`config.mk`:
```
export PLATFORM = sky130hd
export DESIGN_NAME = ram_portb_arbiter
export DESIGN_NICKNAME = d
export VERILOG_FILES = /design/src/rtl/ram_portb_arbiter.sv
export SDC_FILE = /design/constraint.sdc
export NUM_CORES = 1
export LEC_CHECK = 0
export ABC_AREA = 1
export BUFFER_PORTS_ARGS = -buffer_cell sky130_fd_sc_hd__buf_2
export CORE_ASPECT_RATIO = 1.5
export CORE_MARGIN = 2
export CORE_UTILIZATION = 50
export CTS_BUF_LIST = sky130_fd_sc_hd__clkbuf_8
export DETAILED_ROUTE_END_ITERATION = 6
export GPL_ROUTABILITY_DRIVEN = 0
export PLACE_DENSITY_LB_ADDON = 0.05
export SYNTH_ARGS = -nofsm -noshare
export SYNTH_HDL_FRONTEND = slang
export SYNTH_SLANG_ARGS = --single-unit
export TNS_END_PERCENT = 20
```
`constraint.sdc`:
```
create_clock -name clk -period 5.8 [get_ports clk]
set_input_delay 0.87 -clock clk [delete_from_list [all_inputs] [get_ports clk]]
set_output_delay 0.87 -clock clk [all_outputs]
set_load 0.05 [all_outputs]
```
`src/rtl/ram_portb_arbiter.sv`:
```
// Port-B arbiter for the single-cycle-read RAM: round-robin between the CPU LSU (m0)
// and the loader/debug master (m1), with an m1 lock and read-modify-write for sub-word stores.
module ram_portb_arbiter #(
  parameter int ADDR_W      = 32,
  parameter bit FIRST_GRANT = 1'b0,
  parameter bit ENABLE_RMW  = 1'b1
) (
  input  logic              clk,
  input  logic              reset,
  input  logic              m0_req,
  input  logic [3:0]        m0_be,
  input  logic [ADDR_W-1:0] m0_addr,
  input  logic [31:0]       m0_wdata,
  output logic              m0_ack,
  output logic [31:0]       m0_rdata,
  input  logic              m1_req,
  input  logic [3:0]        m1_be,
  input  logic [ADDR_W-1:0] m1_addr,
  input  logic [31:0]       m1_wdata,
  output logic              m1_ack,
  output logic [31:0]       m1_rdata,
  input  logic              m1_lock,
  output logic [ADDR_W-1:0] ram_addr,
  output logic [3:0]        ram_web,
  output logic [31:0]       ram_din,
  input  logic [31:0]       ram_dout,
  output logic              busy
);

  typedef enum logic [2:0] {IDLE, ACCESS, RD_WAIT, MERGE, WRITE} state_t;

  state_t      state;
  logic        last_grant;
  logic        sel_q;
  logic [3:0]  be_q;
  logic [31:0] wdata_q;

  logic              r0, r1;
  logic              grant_vld, grant_sel;
  logic [3:0]        gnt_be;
  logic [ADDR_W-1:0] gnt_addr;
  logic [31:0]       gnt_wdata;
  logic              gnt_direct;

  function automatic logic [31:0] merge_lanes(input logic [3:0] be,
                                              input logic [31:0] wdata,
                                              input logic [31:0] rdata);
    logic [31:0] res;
    for (int i = 0; i < 4; i++)
      res[8*i +: 8] = be[i] ? wdata[8*i +: 8] : rdata[8*i +: 8];
    return res;
  endfunction

  // A request seen in its own ack cycle is the one just completed, so it cannot win again.
  assign r0 = m0_req & ~m0_ack;
  assign r1 = m1_req & ~m1_ack;

  always_comb begin
    grant_vld = 1'b0;
    grant_sel = 1'b0;
    if (m1_lock && last_grant && r1) begin
      grant_vld = 1'b1;
      grant_sel = 1'b1;
    end else if (m1_lock && last_grant && m1_ack) begin
      // Locked m1 just finished: hold one cycle so a follow-on m1 request keeps the port.
      grant_vld = 1'b0;
    end else if (r0 && r1) begin
      grant_vld = 1'b1;
      grant_sel = ~last_grant;
    end else if (r0 || r1) begin
      grant_vld = 1'b1;
      grant_sel = r1;
    end
  end

  assign gnt_be     = grant_sel ? m1_be    : m0_be;
  assign gnt_addr   = grant_sel ? m1_addr  : m0_addr;
  assign gnt_wdata  = grant_sel ? m1_wdata : m0_wdata;
  assign gnt_direct = (gnt_be == 4'hF) || (!ENABLE_RMW && gnt_be != 4'h0);

  // Captured transaction fields; only meaningful outside IDLE, so no reset needed.
  always_ff @(posedge clk) begin
    if (state == IDLE && grant_vld) begin
      sel_q   <= grant_sel;
      be_q    <= gnt_be;
      wdata_q <= gnt_wdata;
    end
  end

  always_ff @(posedge clk or posedge reset) begin
    if (reset) begin
      state      <= IDLE;
      last_grant <= ~FIRST_GRANT;
      m0_ack     <= 1'b0;
      m1_ack     <= 1'b0;
      m0_rdata   <= '0;
      m1_rdata   <= '0;
      ram_addr   <= '0;
      ram_web    <= '0;
      ram_din    <= '0;
      busy       <= 1'b0;
    end else begin
      m0_ack <= 1'b0;
      m1_ack <= 1'b0;
      case (state)
        IDLE: begin
          if (grant_vld) begin
            last_grant <= grant_sel;
            ram_addr   <= gnt_addr & {{(ADDR_W-2){1'b1}}, 2'b00};
            ram_web    <= gnt_direct ? gnt_be : 4'h0;
            ram_din    <= gnt_wdata;
            busy       <= 1'b1;
            state      <= ACCESS;
          end
        end
        ACCESS: begin
          if (be_q == 4'h0) begin
            state <= RD_WAIT;
          end else if (be_q == 4'hF || !ENABLE_RMW) begin
            ram_web <= 4'h0;
            m0_ack  <= ~sel_q;
            m1_ack  <= sel_q;
            busy    <= 1'b0;
            state   <= IDLE;
          end else begin
            state <= MERGE;
          end
        end
        RD_WAIT: begin
          if (sel_q) m1_rdata <= ram_dout;
          else       m0_rdata <= ram_dout;
          m0_ack <= ~sel_q;
          m1_ack <= sel_q;
          busy   <= 1'b0;
          state  <= IDLE;
        end
        MERGE: begin
          ram_din <= merge_lanes(be_q, wdata_q, ram_dout);
          ram_web <= 4'hF;
          state   <= WRITE;
        end
        WRITE: begin
          ram_web <= 4'h0;
          m0_ack  <= ~sel_q;
          m1_ack  <= sel_q;
          busy    <= 1'b0;
          state   <= IDLE;
        end
        default: state <= IDLE;
      endcase
    end
  end

endmodule

```
==> key figures <==
Global routing
  – Overflow after GRT: 0
  – Number of global-route vias before repair: 6542
  – GRT met1 Usage: 0.300
  – Met2 usage: 0.444
  – Most used routing layer: met2
  – Maximum number of pins on one net before global-route repair: 92
  – First-pass GRT wire length: 32.2 mm
  – Initial antenna violation count: 2
  – Met3 usage: 0.0535
  – Aggregate global-route resource usage: 0.250

Route
  – Vias: 6685
  – First DRT Iteration DRCs: 255
  – Drt total wl: 20.0 mm
  – WL/cell: 14.6 um
  – Drc violations: 0
  – Post-route ant nets: 0
  – Via/cell ratio: 4.89
  – First drt pass iteration count: 5

Critical path
  – Critical Path AT: 3170 ps
  – Worst-path fanout max: 78
  – CP max-delay cell: nand2_4
  – Cell mode on critical path: nand2_1
  – Worst setup EP type: flip-flop
  – Critical Path RT: 6140 ps
  – Critical path cell sequence: inv_1 > nor2_1 > nand2_2 > nand2_4 > inv_2 > nand2_1 > nand2_1 > nand3_1 > nand2_1 > nand2_1 > nand2_1
  – Startpoint types: flip-flop
  – Slowest cell delay on critical path: 630 ps
  – WS Path Type: reg2reg

Yosys
  – Seq cells post-synth: 174
  – Synth warnings: 0
  – Post-synth top area share: 0.443
  – Asr flop ratio synth: 0.787
  – Area leader, netlist: dfrtp_1
  – Synth unique cells: 29
  – Post-synth EDFFs: 37
  – Post-Syn Area: 0.00767 mm^2
  – Seq/Total Area, Yosys: 0.592
  – Average cell area after synthesis: 8.72 um^2
  – Ys flop type: dfrtp_1
  – Post-Syn Instances: 880
  – Area contributors post-synth: dfrtp_1, nand2_1, edfxtp_1

STA
  – Final Hold Fails: 0
  – Achievable frequency: 353 MHz
  – Worst-Margin Slew: 986 ps
  – # setup viols final: 0
  – Setup TNS Final: 0 ps
  – Post-route clock period utilization: 0.488
  – Fin. max-slew vios: 0
  – RSZ-0062 raised after global routing: false
  – Slew HR: 0.342
  – Clk_skew: 16.9 ps
  – Final Critical Period: 2830 ps

Finish
  – Layout cell share with drive strength beyond 1: 0.308
  – Layout-stage area growth over the synthesis result: 24.9%
  – Multi-input gate area: 0.00258 mm^2
  – Nets: 1327
  – Most frequent cells in the layout: nand2_1, buf_2, dfrtp_1
  – Fillcell total: 1399
  – FF+latch area: 0.00454 mm^2
  – Commonest non-fill, non-tap cell in the layout: nand2_1

Power and ir drop
  – Peak VDD IR: 0.000369 V
  – P per Cell Area: 681 mW/mm^2
  – LEAKAGE: 0.00513 uW
  – Final Total Pwr: 6530 uW

Die
  – IO Pins: 308
  – Starting Density: 0.509
  – Core Area: 0.0151 mm^2
  – Die height: 156 um
  – Die X-Extent: 105 um
  – FP Rows: 55
  – Total die area: 0.0164 mm^2

Clock network
  – CTS clk-pin slew, worst paths: 100 ps
  – Worst skew pair latency: 440 ps
  – CTS resizes: 0
  – Cts hold-fix bufs: 0
  – Root Buffer: clkbuf_8
  – H-tree levels: 4
  – CTS Sinks: 174
  – CTS tree: yes
  – Post-CTS setup buffer count: 0
  – CTS Buf Count: 17
  – Bufs on Longest Clock Path: 2

Flow run
  – Total of max-cap violations: 0

Status
  – Outcome: finished clean

Worst hold path
  – Worst hold-check path type: reg2reg

Place
  – Port Buffers: 301
  – Post-DP HPWL: 13.9 mm
-- worst paths after layout --
kind                                  start      endpoint  slack (ps)  depth (start not counted)
worst max-delay path             last_grant    ram_web[3]        2970                         11
worst min-delay path            ram_din[28]   ram_din[28]         480                          2
worst max register to register   last_grant    ram_web[3]        2970                         11
worst min register to register  ram_din[28]   ram_din[28]         480                          2
max in group asynchronous             reset   m1_rdata[3]        4040                          3
min in group asynchronous             reset  ram_addr[24]         600                          2
-- metrics by stage --
stage / std cells / hold WS [ps] / setup WS, ps / cell area [um^2] / utilization
2_1_floorplan: 881 / 452 / 1260 / 7680 / -
3_3_place_gp: 1334 / 461 / 2520 / 9210 / 0.611
3_5_place_dp: 1334 / 464 / 2500 / 9210 / 0.611
4_1_cts: 1366 / 486 / 2910 / 9580 / 0.636
5_1_grt: 1367 / 504 / 2630 / 9580 / 0.636
6_report: 1367 / 483 / 2970 / 9580 / 0.636
-- layout make-up --
class / instances / share of cell area
flip-flops and latches: 174 / 0.474
multi-input cells: 579 / 0.270
repair buffers: 305 / 0.160
inverters: 77 / 0.0309
well taps: 199 / 0.0260
clock buffers: 17 / 0.0244
clock inverters: 15 / 0.0148
diodes: 1 / 0.000261
-- kinds of logic after synthesis --
family	share of synthesized area
AOI/OAI and AO/OA	0.130
DFF	0.592
and+or+nand+nor	0.204
other	0.000489
buffers and inverters	0.0742
-- synth_stat cells (2+ instances only) --
library cell,n
buf_2,15
buf_4,6
buf_6,6
clkbuf_1,24
dfrtp_1,136
edfxtp_1,37
inv_1,74
inv_2,2
nand2_1,316
nand3_1,25
nand3_2,2
nor2_1,39
nor2_2,6
o211ai_1,2
o211ai_2,9
o21ai_0,116
o21ai_1,53
-- where the power goes --
group | total, uW | internal [uW] | switching, uW | leakage [uW]
logic | 3550 | 788 | 2760 | 0.00291
clock network | 802 | 348 | 454 | 0.000192
registers | 2170 | 1870 | 301 | 0.00203
total | 6530 | 3010 | 3520 | 0.00513
-- per-layer routing --
metal,wire (um),part of all wire
met1,7960,0.40
met2,10300,0.52
met3,1260,0.063
met4,456,0.023
met5,13,0.00065
-- sequential cells by signal, summed over array words and instances (netlist names), 3 cells and up --
register,cells
wdata_q,32
ram_web,4
ram_din,32
be_q,4
ram_addr,30
m1_rdata,32
state,3
m0_rdata,32
-- worst max-delay path, delay by kind of cell (launching register included) --
kind | cells | cell delay, ps
flops | 1 | 540
buf+inv | 2 | 680
simple gates | 9 | 1480
Note: power is estimated with default switching activity, not from simulation.
